## src/rtl/aux_int_collector_pkg.sv

```systemverilog
// Shared defaults and helpers for the push-button interrupt collector.
// Pure declarations: no latency, no flow control.
package aux_int_collector_pkg;

  localparam int AUX_INT_NUM_SRC  = 3;
  localparam int AUX_INT_ID_BIT   = 2;
  localparam int AUX_INT_DEBOUNCE = 4;
  localparam int AUX_INT_LOST_BIT = 16;

  // Counter width able to hold 0..n-1, never narrower than one bit.
  function automatic int cnt_bits(input int n);
    return (n > 1) ? $clog2(n) : 1;
  endfunction

endpackage

```

## src/rtl/aux_debouncer.sv

```systemverilog
// One button: 2-flop sync, stability counter, debounced level, registered rise pulse.
// Latency 3+DebounceCnt edges from first sample to rise pulse; no backpressure.
module aux_debouncer
  import aux_int_collector_pkg::*;
#(
  parameter int DebounceCnt = AUX_INT_DEBOUNCE
) (
  input  logic clk,
  input  logic rst,
  input  logic btn,
  output logic rise
);

  localparam int CntW = cnt_bits(DebounceCnt);
  localparam logic [CntW-1:0] CntMax = CntW'(DebounceCnt - 1);

  logic            sync_q1;
  logic            sync_q2;
  logic            lvl_q;
  logic            lvl_d1;
  logic [CntW-1:0] cnt;

  always_ff @(posedge clk) begin
    if (rst) begin
      sync_q1 <= 1'b0;
      sync_q2 <= 1'b0;
      lvl_q   <= 1'b0;
      lvl_d1  <= 1'b0;
      rise    <= 1'b0;
      cnt     <= '0;
    end else begin
      sync_q1 <= btn;
      sync_q2 <= sync_q1;
      lvl_d1  <= lvl_q;
      rise    <= lvl_q & ~lvl_d1;
      // Level only follows the synced input after DebounceCnt disagreeing cycles in a row.
      if (sync_q2 == lvl_q) begin
        cnt <= '0;
      end else if (cnt == CntMax) begin
        lvl_q <= sync_q2;
        cnt   <= '0;
      end else begin
        cnt <= cnt + 1'b1;
      end
    end
  end

endmodule

```

## src/rtl/aux_int_collector.sv

```systemverilog
// Conditions button lines into pending interrupts, presents lowest pending id over req/ack; AUX_INT_MASK_EN adds int_mask.
// int_req/int_id combinational from pending; ack clears one source per cycle, edges on a pending source are counted as lost.
module aux_int_collector
  import aux_int_collector_pkg::*;
#(
  parameter int NumSrc      = AUX_INT_NUM_SRC,
  parameter int IdBit       = AUX_INT_ID_BIT,
  parameter int DebounceCnt = AUX_INT_DEBOUNCE,
  parameter int LostBit     = AUX_INT_LOST_BIT
) (
  input  logic               clk,
  input  logic               rst,
  input  logic [NumSrc-1:0]  btn,
  input  logic               int_ack,
  input  logic [IdBit-1:0]   int_ack_id,
`ifdef AUX_INT_MASK_EN
  input  logic [NumSrc-1:0]  int_mask,
`endif
  output logic               int_req,
  output logic [IdBit-1:0]   int_id,
  output logic [NumSrc-1:0]  pending,
  output logic [LostBit-1:0] lost_cnt
);

  logic [NumSrc-1:0] rise;
  logic [NumSrc-1:0] ack_hit;
  logic [NumSrc-1:0] lose;
  logic [NumSrc-1:0] pending_nxt;
  logic [NumSrc-1:0] enabled;
  logic [2:0]        lose_sum;
  logic [LostBit:0]  lost_sum;

  for (genvar g = 0; g < NumSrc; g++) begin : g_src
    aux_debouncer #(
      .DebounceCnt(DebounceCnt)
    ) u_deb (
      .clk  (clk),
      .rst  (rst),
      .btn  (btn[g]),
      .rise (rise[g])
    );
  end

  // A new edge on a source being acked in the same cycle replaces the old request, so it is not a loss.
  always_comb begin
    ack_hit  = '0;
    lose_sum = '0;
    for (int i = 0; i < NumSrc; i++) begin
      ack_hit[i] = int_ack && (int_ack_id == IdBit'(i));
    end
    lose        = rise & pending & ~ack_hit;
    pending_nxt = rise | (pending & ~ack_hit);
    for (int i = 0; i < NumSrc; i++) begin
      lose_sum = lose_sum + 3'(lose[i]);
    end
    lost_sum = {1'b0, lost_cnt} + (LostBit+1)'(lose_sum);
  end

  always_ff @(posedge clk) begin
    if (rst) begin
      pending  <= '0;
      lost_cnt <= '0;
    end else begin
      pending <= pending_nxt;
      if (lost_sum[LostBit]) begin
        lost_cnt <= '1;
      end else begin
        lost_cnt <= lost_sum[LostBit-1:0];
      end
    end
  end

`ifdef AUX_INT_MASK_EN
  assign enabled = pending & ~int_mask;
`else
  assign enabled = pending;
`endif

  assign int_req = |enabled;

  always_comb begin
    int_id = '0;
    for (int i = NumSrc - 1; i >= 0; i--) begin
      if (enabled[i]) begin
        int_id = IdBit'(i);
      end
    end
  end

endmodule

```

## config.mk

```make
export PLATFORM = sky130hd
export DESIGN_NAME = aux_int_collector
export DESIGN_NICKNAME = d
export VERILOG_FILES = /design/src/rtl/aux_int_collector_pkg.sv /design/src/rtl/aux_debouncer.sv /design/src/rtl/aux_int_collector.sv
export SDC_FILE = /design/constraint.sdc
export NUM_CORES = 1
export LEC_CHECK = 0
export ABC_AREA = 1
export CORE_MARGIN = 2
export CORE_UTILIZATION = 35
export CTS_CLUSTER_DIAMETER = 30
export CTS_CLUSTER_SIZE = 24
export DETAILED_ROUTE_END_ITERATION = 12
export GPL_TIMING_DRIVEN = 0
export PLACE_DENSITY_LB_ADDON = 0.05
export SETUP_SLACK_MARGIN = 0.02
export SLEW_MARGIN = 10
export SYNTH_ARGS = -nofsm -noshare
export SYNTH_HDL_FRONTEND = slang
export SYNTH_SLANG_ARGS = --single-unit
```

## constraint.sdc

```tcl
create_clock -name clk -period 2.5 [get_ports clk]
set_clock_uncertainty 0.05 [all_clocks]
set_input_delay 0.5 -clock clk [delete_from_list [all_inputs] [get_ports clk]]
set_output_delay 0.5 -clock clk [all_outputs]
set_load 0.1 [all_outputs]
```

---- After elaboration in Yosys (flattened, before gate mapping) ----
Index checks and enable logic that the tools add are counted.
word-level totals
  register bits ........................... 40
  bits of input ports ..................... 8
  output and inout bits ................... 22
operators by class
  add/sub/neg operators ................... 6
  equal/unequal tests ..................... 8
  muxes and demuxes ....................... 4
  bitwise operators ....................... 14
  reductions and logical operators ........ 11
operator list
  operator                                       number
  adder 16 x 3 -> 17 bit                         1
  2-to-1 mux 16 bit                              1
  OR reduction 3 bit                             4
  AND 3 bit                                      3
  == test 2 bit, second input constant           4
  adder 2 x 1 -> 2 bit, second input constant    3
  2-to-1 mux 2 bit                               3
  NOT 1 bit                                      6
  AND reduction 2 bit                            3
  adder 2 x 1 -> 3 bit                           1
  AND 1 bit                                      3
  == test 1 bit                                  3
  logical AND 1 bit                              3
  NOT 3 bit                                      1
  OR 3 bit                                       1
  adder 1 x 1 -> 2 bit                           1
  == test 2 x 1 -> 1 bit, second input constant  1
  zero test 2 bit                                1

---- Longest topological paths before layout ----
Gate-level depths: netlist (run 1).
  word-level depth ........................ 8
  depth in mapped cells ................... 14

---- By module ----
Synthesis (run 1) repeated with hierarchy kept, for this count alone.
unflattened totals
  cells, all modules ...................... 231
  area, all modules ....................... 1805.5 µm²
by module, submodules not included
  module             times used  cells an instance  area each (µm²)  seq. area each (µm²)
  aux_int_collector  1           150                1099.8           380.4
  aux_debouncer      3           27                 235.2            140.1

---- Worst setup path before layout (run 1) ----
No wires, ideal clock.
  path type ............................... register to output
  start point ............................. reg pending[2]
  end point ............................... out int_id[1]
  data arrival time ....................... 3.157 ns
  setup slack ............................. -1.207 ns
  stages on the path, launching flop included .. 3
  buffers on the path ..................... 0
  cell sequence ........................... dfxtp_1 inv_1 nor3_1
on the way
  cells in the longest elaborated chain, start to end .. 3
RTL lines
  item                            line                     RTL
  start, declared                 aux_int_collector.sv:21  output logic [NumSrc-1:0] pending,
  start signal, assigned          aux_int_collector.sv:64  pending <= pending_nxt;
  2-to-1 mux 2 bit (3 in series)  aux_int_collector.sv:84  if (enabled[i]) begin
  end, declared                   aux_int_collector.sv:20  output logic [IdBit-1:0] int_id,
Every way passes these cells.

---- Worst setup path after layout (run 1) ----
  start point ............................. reg lost_cnt[4]
  end point ............................... out lost_cnt[4]
RTL lines
  item                    line                     RTL
  start, declared         aux_int_collector.sv:22  output logic [LostBit-1:0] lost_cnt
  start signal, assigned  aux_int_collector.sv:68  lost_cnt <= lost_sum[LostBit-1:0];
No word-level cell between the ends.

==> results.md, run 1 <==
* Final Setup Violations at 0
* Worst Tran Pin Value at 969.6 ps
* R2R setup slack at 140 ps
* Hold-fix buffer count after cts at 0
* Final net count at 287
* 1st-pass router iterations at 4
* Post-synthesis average cell area at 7.937 sq um
* Compound-Gate Fraction of Synth Area at 11.54%
* Simple-Gate Fraction of Synth Area at 24.21%
* Skew-Pair Late Insertion Delay at 290 ps
* # rows at 25
* Max-slew violation count at 0
* IR drop worst, VDD at 0.2524 mV
* Worst Setup Path Type: flip-flop to output port
* Final Hold Viols at 0
* CP endpoint kind: output port
* Starting Density at 36.91%
* Fraction of layout cells with a size suffix above 1 at 19.78%
* Placed Instances at 319
* CTS tree: done
* FILL cells at 503
* Syn nets at 239
* Initial antenna violation count at 0
* Worst Path Required at 1950 ps
* Clock transition at path regs at 80 ps
* Status: completed
* Post-synthesis sequential area ratio at 45.04%
* LEAKAGE at 0.001115 uW
* TritonCTS Sinks at 40
* DR WL met3 at 148 microns
* Max layer used: met4
* Routed WL per cell at 10.38 microns
* Arr. time, crit path at 1870 ps
* Met2 routed WL at 1.476 mm
* Setup WS pre-CTS at -614.3 ps
* Die height at 75.28 microns
* Drt drc at 0
* IO buf count at 28
* CP top delay family: buffers and inverters
* H-tree Lvls at 2
* Netlist cell types at 26
* Worst hold path type: flip-flop to flip-flop
* Total die area at 5666 sq um
* Gpl congestion at 0.7716
* Fin cells at 340
* CP Launch Type: flip-flop
* Ports at 30
* Post-DP HPWL at 2.433 mm
* Main combinational cell family by area after synthesis: simple AND/OR/NAND/NOR gates
* Total grt overflow at 0
* Final worst path period share at 96.72%
* Max Cap Viol at 0
* Crit-path max FO at 4
* Rel. slew slack at 35.16%
* Mapped Area at 1778 sq um
* Via-per-instance ratio at 4.409
* Largest net degree at the start of global routing at 14
* Post-synthesis adder-cell area fraction at 5.771%
* PwrDens at 490.5 nW/um^2
* Sequential cell area at 813.3 sq um
* Clk root buf: clkbuf_8
* Flops & latches, synth at 40
* Post-Syn Instances at 224
* Vias at 1499
* Peak per-stage delay on the critical path at 1160 ps
* Core Box Area at 4817 sq um
* Crit path buffers/inverters at 1
* Global-route wire length before repair at 5.782 mm
* Growth of design area from synthesis to finish at 37.93%
* Initial DRC Count at 42
* Crit-path cells: clkdlybuf4s50_1
* Area of the multi-input gates at 844.6 sq um
* CP max stage cell: clkdlybuf4s50_1
* Vias in the first global route at 1303
* Yosys warns at 0
* R2R cell count at 13
* GRT Total Usage at 13.67%
* Worst hold stages at 1
* Final WS setup at 82.06 ps
* Post-Synth XOR/XNOR Area at 2.956%
* Num CTS Buffers at 5
* Metal1 wirelength at 1.860 mm
* Final ANT Viol Nets at 0
* DIE WIDTH at 75.28 microns
* Routed WL at 3.530 mm
* Fin crit period at 2418 ps
* Antenna cell count at 0
* Post-synthesis mux area share at 0%
* Levels on crit path at 1
* CTS max path bufs at 2
* Achievable frequency at 413.6 MHz
metal layers:
metal  vias up  track usage (%)
met2        26            19.49
met4         0            5.848
li1        798                -
met3         5            3.614
met5         -                0
met1       670            19.46
cells in the mapped netlist, drive strengths merged:
| library cell | n | share of area (%) |
|---|---|---|
| a21oi | 19 | 6.6 |
| a31oi | 2 | 1.4 |
| buf | 3 | 1.2 |
| clkbuf | 2 | 0.42 |
| dfxtp | 40 | 45 |
| fa | 2 | 2.3 |
| ha | 5 | 3.5 |
| inv | 42 | 8.9 |
| nand2 | 34 | 7.3 |
| nand3 | 16 | 4.8 |
| nand3b | 2 | 0.84 |
| nand4 | 2 | 1.5 |
| nor2 | 33 | 8.3 |
| nor3 | 5 | 1.4 |
| o211ai | 3 | 1.3 |
| o21ai | 8 | 2.3 |
| xnor2 | 3 | 1.5 |
| xor2 | 3 | 1.5 |
worst reg2reg max path: stages (launching register included):
cell and delay [ps]:
dfxtp_4 370, nand3_2 90, fa_1 520, inv_2 50
ha_4 150, fa_2 390, nand2_4 110, nor2_8 60
nand4_4 100, buf_6 110, buf_6 70, nand2_1 40
nor2_1 90, nor2_1 40
sequential cells by signal, summed over array words and instances, names as in the netlist:
register,flops
g_src.u_deb.sync_q1,3
pending,3
g_src.u_deb.lvl_q,3
g_src.u_deb.sync_q2,3
g_src.u_deb.lvl_d1,3
lost_cnt,16
g_src.u_deb.cnt,6
g_src.u_deb.rise,3
cell families (layout without fill, tap and decap cells):
logic type	count (synthesis)	after routing
DFF	40	40
buffers and inverters	47	96
xor gates and xnor gates	6	6
and+or+nand+nor	92	92
adders and majority gates	7	7
AOI/OAI and AO/OA	32	32
through the flow:
step | cell area, sq um | hold slack (ps) | TNS (ps) | util (%) | power, uW
after global routing | 2452 | 365.6 | -3.230 | 50.91 | 1257
final | 2452 | 333.5 | 0 | 50.91 | 1203
after detailed placement | 2188 | 333.3 | -8875 | 45.43 | 692.5
after floorplan | 1824 | 322.8 | 0 | - | 675.8
after CTS | 2406 | 343.4 | 0 | 49.95 | 1229
after global placement | 2188 | 326.8 | -8672 | 45.43 | 692.3
final timing paths:
check,from,endpoint
worst max-delay path,lost_cnt[4],lost_cnt[4]
worst min-delay path,g_src[2].u_deb.lvl_d1,g_src[2].u_deb.rise
worst max register to register,pending[0],lost_cnt[13]
worst min register to register,g_src[2].u_deb.lvl_d1,g_src[2].u_deb.rise
cells in the final DEF (no fill, tap or decap), types with 3 or more instances in the layout:
cell	synthesis	routed
nand3_1	15	11
inv_1	42	39
nand2_1	33	33
o211ai_1	3	3
inv_2	0	3
clkbuf_8	0	5
buf_4	0	8
a21oi_1	13	13
buf_6	1	5
dlygate4sd2_1	0	4
clkdlybuf4s50_1	0	19
dfxtp_1	40	36
nor3_1	5	4
dfxtp_4	0	3
nor2_1	31	30
nand3_2	1	5
buf_2	2	3
xor2_1	3	3
ha_1	5	4
xnor2_1	3	3
o21ai_0	6	6
a21oi_2	6	6
where the power goes:
group / leakage, uW / internal [uW] / switching, uW / total, uW
Clock: 0.0000558 / 296 / 231 / 527
Sequential: 0.000327 / 639 / 2.72 / 642
Combinational: 0.000733 / 13.2 / 21.0 / 34.2
cell type report:
cell class              count  share of cell area, %
multi-input cells         137                  34.44
flip-flops and latches     40                  33.16
plain buffers               5                  1.531
well taps                  67                  3.418
inverters                  42                  6.429
repair buffers             41                  16.48
clock buffers               5                  2.806
clock inverters             3                  1.735
repair_timing:
| item | CTS | global route |
|---|---|---|
| buffers inserted | 6 | 6 |
| setup endpoints to repair | 20 | 16 |
| gates cloned | 1 | 0 |
| pin swaps | 6 | 6 |
| resized for setup | 22 | 10 |
No activity file was read; power rests on OpenSTA's default activity.
==> run 2, diff against run 1 <==
--- a/config.mk
+++ b/config.mk
@@ -18,3 +18,4 @@
 export SYNTH_ARGS = -nofsm -noshare
 export SYNTH_HDL_FRONTEND = slang
 export SYNTH_SLANG_ARGS = --single-unit
+export TNS_END_PERCENT = 5
==> constraint.sdc (replaced) <==
create_clock -name clk -period 2.9 [get_ports clk]
set_clock_uncertainty 0.05 [all_clocks]
set_input_delay 0.58 -clock clk [delete_from_list [all_inputs] [get_ports clk]]
set_output_delay 0.58 -clock clk [all_outputs]
set_load 0.1 [all_outputs]
==> results.md, run 2 (synthesis results as in run 1) <==
* Worst Path Required at 3030 ps (was 1950 ps)
* Clk root buf: clkbuf_8 (unchanged)
* Fin crit period at 2804 ps
* Commonest non-fill, non-tap cell in the layout: inv_1 (unchanged)
* Initial DRC Count at 44 (was 42)
* Max-slew violation count at 0 (unchanged)
* Ports at 30 (unchanged)
* Antenna cell count at 0 (unchanged)
* Final WS setup at 95.54 ps (was 82.06 ps)
* Status: completed (unchanged)
* Hold-fix buffer count after cts at 0 (unchanged)
* Total die area at 5666 sq um (unchanged)
* Core Box Area at 4817 sq um (unchanged)
* IR drop worst, VDD at 0.2472 mV (was 0.2524 mV)
* LEAKAGE at 0.001069 uW (was 0.001115 uW)
* Clock transition at path regs at 80 ps (about the same)
* Achievable frequency at 356.6 MHz
* Crit path buffers/inverters at 4 (was 1)
* Largest net degree at the start of global routing at 13 (was 14)
* Vias in the first global route at 1340 (was 1303)
* CP endpoint kind: flip-flop (was output port)
* CTS max path bufs at 2 (unchanged)
* FILL cells at 503 (unchanged)
* Most frequent cells in the layout: inv_1 (41), dfxtp_1 (37), nand2_1 (33) (was inv_1 (39), dfxtp_1 (36), nand2_1 (33))
* Gpl congestion at 0.7537 (was 0.7716)
* Vias at 1494 (was 1499)
* Routed WL per cell at 10.48 microns (was 10.38 microns)
* Worst Setup Path Type: input pin to flip-flop (was flip-flop to output port)
* PwrDens at 446.9 nW/um^2 (was 490.5 nW/um^2)
* Worst Tran Pin Value at 967.4 ps (was 969.6 ps)
* CP top delay family: adder cells (was buffers and inverters)
* Num CTS Buffers at 5 (unchanged)
* Initial antenna violation count at 0 (unchanged)
* Via-per-instance ratio at 4.433 (was 4.409)
* Setup WS pre-CTS at -454.5 ps (was -614.3 ps)
* Drt drc at 0 (unchanged)
* Peak per-stage delay on the critical path at 500 ps (was 1160 ps)
* IO buf count at 28 (unchanged)
* Max FFs per register at 16 (unchanged)
* Top flop regs: lost_cnt: 16 flops, g_src.u_deb.cnt: 6 flops (unchanged)
* # rows at 25 (unchanged)
* Global-route wire length before repair at 6.072 mm (was 5.782 mm)
* GRT Total Usage at 14.26% (was 13.67%)
* Final Setup Violations at 0 (unchanged)
* Die height at 75.28 microns (unchanged)
* Most common cell on crit path: nand3_2
* Fraction of layout cells with a size suffix above 1 at 16.67% (was 19.78%)
* Max Cap Viol at 0 (unchanged)
* Arr. time, crit path at 2930 ps (was 1870 ps)
* Worst hold path type: flip-flop to flip-flop (unchanged)
* Final Hold Viols at 0 (unchanged)
* Skew-Pair Late Insertion Delay at 290 ps (about the same)
* Post-DP HPWL at 2.400 mm (was 2.433 mm)
* Starting Density at 36.91% (unchanged)
* TritonCTS Sinks at 40 (unchanged)
* Growth of design area from synthesis to finish at 36.38% (was 37.93%)
* Final ANT Viol Nets at 0 (unchanged)
* Hold_ws at 340.5 ps (was 333.5 ps)
* H-tree Lvls at 2 (unchanged)
* Most flop-heavy register: lost_cnt (unchanged)
* CTS tree: done (unchanged)
* Rel. slew slack at 35.30% (was 35.16%)
* Crit-path cells: clkdlybuf4s50_1 -> nand3_2 -> nand3_2 -> fa_1 -> inv_1 -> ha_4 -> fa_2 -> nand2_4 -> nor2_8 -> nand4_4 -> buf_4 -> buf_16 -> a21oi_2 (was clkdlybuf4s50_1)
* Total grt overflow at 0 (unchanged)
* CP max stage cell: fa_1 (was clkdlybuf4s50_1)
* CP Launch Type: input pin (was flip-flop)
* Crit-path max FO at 5 (was 4)
* Final net count at 284 (was 287)
* DIE WIDTH at 75.28 microns (unchanged)
* R2R setup slack at 560 ps (was 140 ps)
* 1st-pass router iterations at 4 (unchanged)
* Final worst path period share at 96.71%
* Routed WL at 3.533 mm (was 3.530 mm)
run 2: cell types whose count changed in the layout (fill, tap and decap cells not counted), sizes merged:
cell	change
clkdlybuf4s50	+7
clkbuf	+1
clkinv	-2
buf	-5
dlygate4sd2	-4
run 2: worst paths after layout:
path | start | end | cells past startpoint
setup / recovery | int_ack | lost_cnt[6] | 13
setup reg to reg | pending[0] | lost_cnt[6] | 11
hold / removal | g_src[2].u_deb.lvl_d1 | g_src[2].u_deb.rise | 1
hold reg to reg | g_src[2].u_deb.lvl_d1 | g_src[2].u_deb.rise | 1
run 2: cell type report:
class                           instances  area (sq um)  area share (%)
Timing Repair Buffer                   38         384.1           15.84
Clock buffer                            7         96.34           3.973
Sequential cell                        40         804.5           33.18
Clock inverter                          1         30.03           1.238
Buffer                                  5         32.53           1.342
Inverter                               42         157.7           6.502
Tap cell                               67         83.83           3.457
Multi-Input combinational cell        137         835.8           34.47
run 2: power breakdown:
group          switching [uW]  internal (uW)
sequential               2.35            554
combinational            18.3           12.6
clock                     193            304
run 2: what timing repair did:
item                       in CTS  in global routing
gates cloned                    1                  0
resized for setup               5                  9
pin swaps                       3                  2
setup buffers                   6                  3
setup endpoints to repair      15                 14
run 2: metrics by stage:
stage                     util [%]  TNS (ps)  total power, uW  area [sq um]  instances
final                        50.34         0             1084          2425        337
after CTS                    49.27    -4.064             1100          2374        334
after detailed placement     44.65     -6217            599.4          2151        319
after global placement       44.65     -6063            599.2          2151        319
after floorplan                  -    -108.4            584.8          1787        224
after global routing         50.34    -70.05             1130          2425        337
run 2: layer usage:
layer	wire length (microns)	track usage [%]	vias to the layer above
met4	61	5.068	0
met3	170	5.355	9
met5	0	0	-
met2	1497	20.66	28
met1	1803	19.50	665
li1	-	-	792
==> run 3, diff against run 2 <==
--- a/config.mk
+++ b/config.mk
@@ -6,9 +6,10 @@
 export NUM_CORES = 1
 export LEC_CHECK = 0
 export ABC_AREA = 1
+export CORE_ASPECT_RATIO = 0.6
 export CORE_MARGIN = 2
 export CORE_UTILIZATION = 35
-export CTS_CLUSTER_DIAMETER = 30
+export CTS_CLUSTER_DIAMETER = 40
 export CTS_CLUSTER_SIZE = 24
 export DETAILED_ROUTE_END_ITERATION = 12
 export GPL_TIMING_DRIVEN = 0
==> results.md, run 3 (synthesis results as in run 1) <==
* FILL cells at 518 (was 503)
* R2R cell count at 12 (was 11)
* Core Box Area at 4980 sq um (was 4817 sq um)
* 1st-pass router iterations at 4 (unchanged)
* Clk root buf: clkbuf_8 (unchanged)
* Fraction of layout cells with a size suffix above 1 at 15.30% (was 16.67%)
* Gpl congestion at 0.7606 (was 0.7537)
* Num CTS Buffers at 5 (unchanged)
* Post-DP HPWL at 2.580 mm (was 2.400 mm)
* DIE WIDTH at 96.02 microns (was 75.28 microns)
* Max FFs per register at 16 (unchanged)
* Drt drc at 0 (unchanged)
* Max-slew violation count at 0 (unchanged)
* Design area at 2391 sq um (was 2425 sq um)
* Skew-Pair Late Insertion Delay at 290 ps (about the same)
* Via-per-instance ratio at 4.344 (was 4.433)
* Sequential cell area at 804.5 sq um (unchanged)
* Vias at 1451 (was 1494)
* CP endpoint kind: output port (was flip-flop)
* Crit-path max FO at 6 (was 5)
* Area of the multi-input gates at 815.8 sq um (was 835.8 sq um)
* Launching point of the worst reg2reg path: pending[0] (unchanged)
* Worst Path Required at 2270 ps (was 3030 ps)
* Post-DP Area at 2150 sq um (was 2151 sq um)
* Placed Instances at 318 (was 319)
* Top flop regs: lost_cnt: 16 flops, g_src.u_deb.cnt: 6 flops (unchanged)
* Routed WL per cell at 10.72 microns (was 10.48 microns)
* Overall Power at 1085 uW (was 1084 uW)
* # rows at 20 (was 25)
* Commonest non-fill, non-tap cell in the layout: inv_1 (unchanged)
* Crit. Startpoint: pending[1] (was int_ack)
* R2R setup slack at 540 ps (was 560 ps)
* Worst hold stages at 1 (unchanged)
* Vias in the first global route at 1259 (was 1340)
* Status: completed (unchanged)
* Most frequent cells in the layout: inv_1 (41), dfxtp_1 (37), nand2_1 (33) (unchanged)
* Arr. time, crit path at 1980 ps (was 2930 ps)
* IR drop worst, VDD at 0.2386 mV (was 0.2472 mV)
* Hold_ws at 338.7 ps (was 340.5 ps)
* PwrDens at 453.7 nW/um^2 (was 446.9 nW/um^2)
* Hold-fix buffer count after cts at 0 (unchanged)
* Rel. slew slack at 35.17% (was 35.30%)
* Final ANT Viol Nets at 0 (unchanged)
* Total grt overflow at 0 (unchanged)
* Starting Density at 35.70% (was 36.91%)
* Final net count at 282 (was 284)
* Final worst path period share at 90.13% (was 96.71%)
* RSZ-0062 raised after global routing: no
* Largest net degree at the start of global routing at 13 (unchanged)
* Routed WL at 3.582 mm (was 3.533 mm)
* Worst Setup Path Type: flip-flop to output port (was input pin to flip-flop)
* H-tree Lvls at 2 (unchanged)
* Max Cap Viol at 0 (unchanged)
* IO buf count at 28 (unchanged)
* Initial antenna violation count at 0 (unchanged)
* Fin crit period at 2614 ps (was 2804 ps)
* CTS tree: done (unchanged)
* Clock transition at path regs at 80 ps (about the same)
* Most flop-heavy register: lost_cnt (unchanged)
* Final Hold Viols at 0 (unchanged)
* TritonCTS Sinks at 40 (unchanged)
* Achievable frequency at 382.6 MHz (was 356.6 MHz)
* Final WS setup at 286.3 ps (was 95.54 ps)
* GRT Total Usage at 14.28% (was 14.26%)
* Launch point of the worst hold path: g_src[1].u_deb.lvl_d1 (was g_src[2].u_deb.lvl_d1)
* CP Launch Type: flip-flop (was input pin)
* Ports at 30 (unchanged)
* Fin cells at 334 (was 337)
* Global-route wire length before repair at 5.968 mm (was 6.072 mm)
* Total die area at 5685 sq um (was 5666 sq um)
* CTS max path bufs at 2 (unchanged)
* Worst hold path type: flip-flop to flip-flop (unchanged)
* Worst Tran Pin Value at 969.4 ps (was 967.4 ps)
* LEAKAGE at 0.001068 uW (was 0.001069 uW)
* Die height at 59.21 microns (was 75.28 microns)
* Final Setup Violations at 0 (unchanged)
* Setup WS pre-CTS at -452.0 ps (was -454.5 ps)
* Initial DRC Count at 51 (was 44)
* Growth of design area from synthesis to finish at 34.48% (was 36.38%)
* Antenna cell count at 0 (unchanged)
run 3: worst paths after layout:
kind / endpoint
worst max register to register: lost_cnt[13]
worst min register to register: g_src[1].u_deb.rise
worst min-delay path: g_src[1].u_deb.rise
worst max-delay path: int_id[1]
run 3: routing by layer:
metal  routed length [microns]  up-vias  GRT usage [%]
met1                      2116      635          21.57
met2                      1248       24          18.55
met5                         0        -              0
li1                          -      787              -
met4                        35        0          4.898
met3                       182        5          4.835
run 3: repair_timing:
action,CTS,global route
buffers inserted,5,2
cloned,1,0
endpoints found under the setup margin,16,16
gates resized for setup,4,8
pin swaps,3,2
run 3: area by class of cell:
cell class                 count  share of cell area, %
buffer                         5                  1.361
timing repair buffer          36                  15.54
clock inverter                 1                  1.256
multi-input combinational    137                  34.12
sequential                    40                  33.65
tap                           66                  3.454
clock buffer                   7                  4.029
inverter                      42                  6.593
run 3: where the power goes:
| part | internal (uW) | total [uW] | switching [uW] |
|---|---|---|---|
| sequential | 554 | 556 | 2.38 |
| combinational | 12.3 | 30.0 | 17.7 |
| clock | 304 | 499 | 195 |
| total | 870 | 1080 | 215 |
run 3: worst max-delay path, cell delays in order (launching register included):
cell and delay, ps:
dfxtp_1 360, nor3_2 180, clkdlybuf4s50_1 1150
run 3: per-stage QoR:
stage / setup TNS (ps) / util (%)
floorplan: -108.4 / -
global placement: -6132 / 43.17
detailed placement: -6109 / 43.17
CTS: -138.6 / 47.39
global route: 0 / 48.02
finish: 0 / 48.02
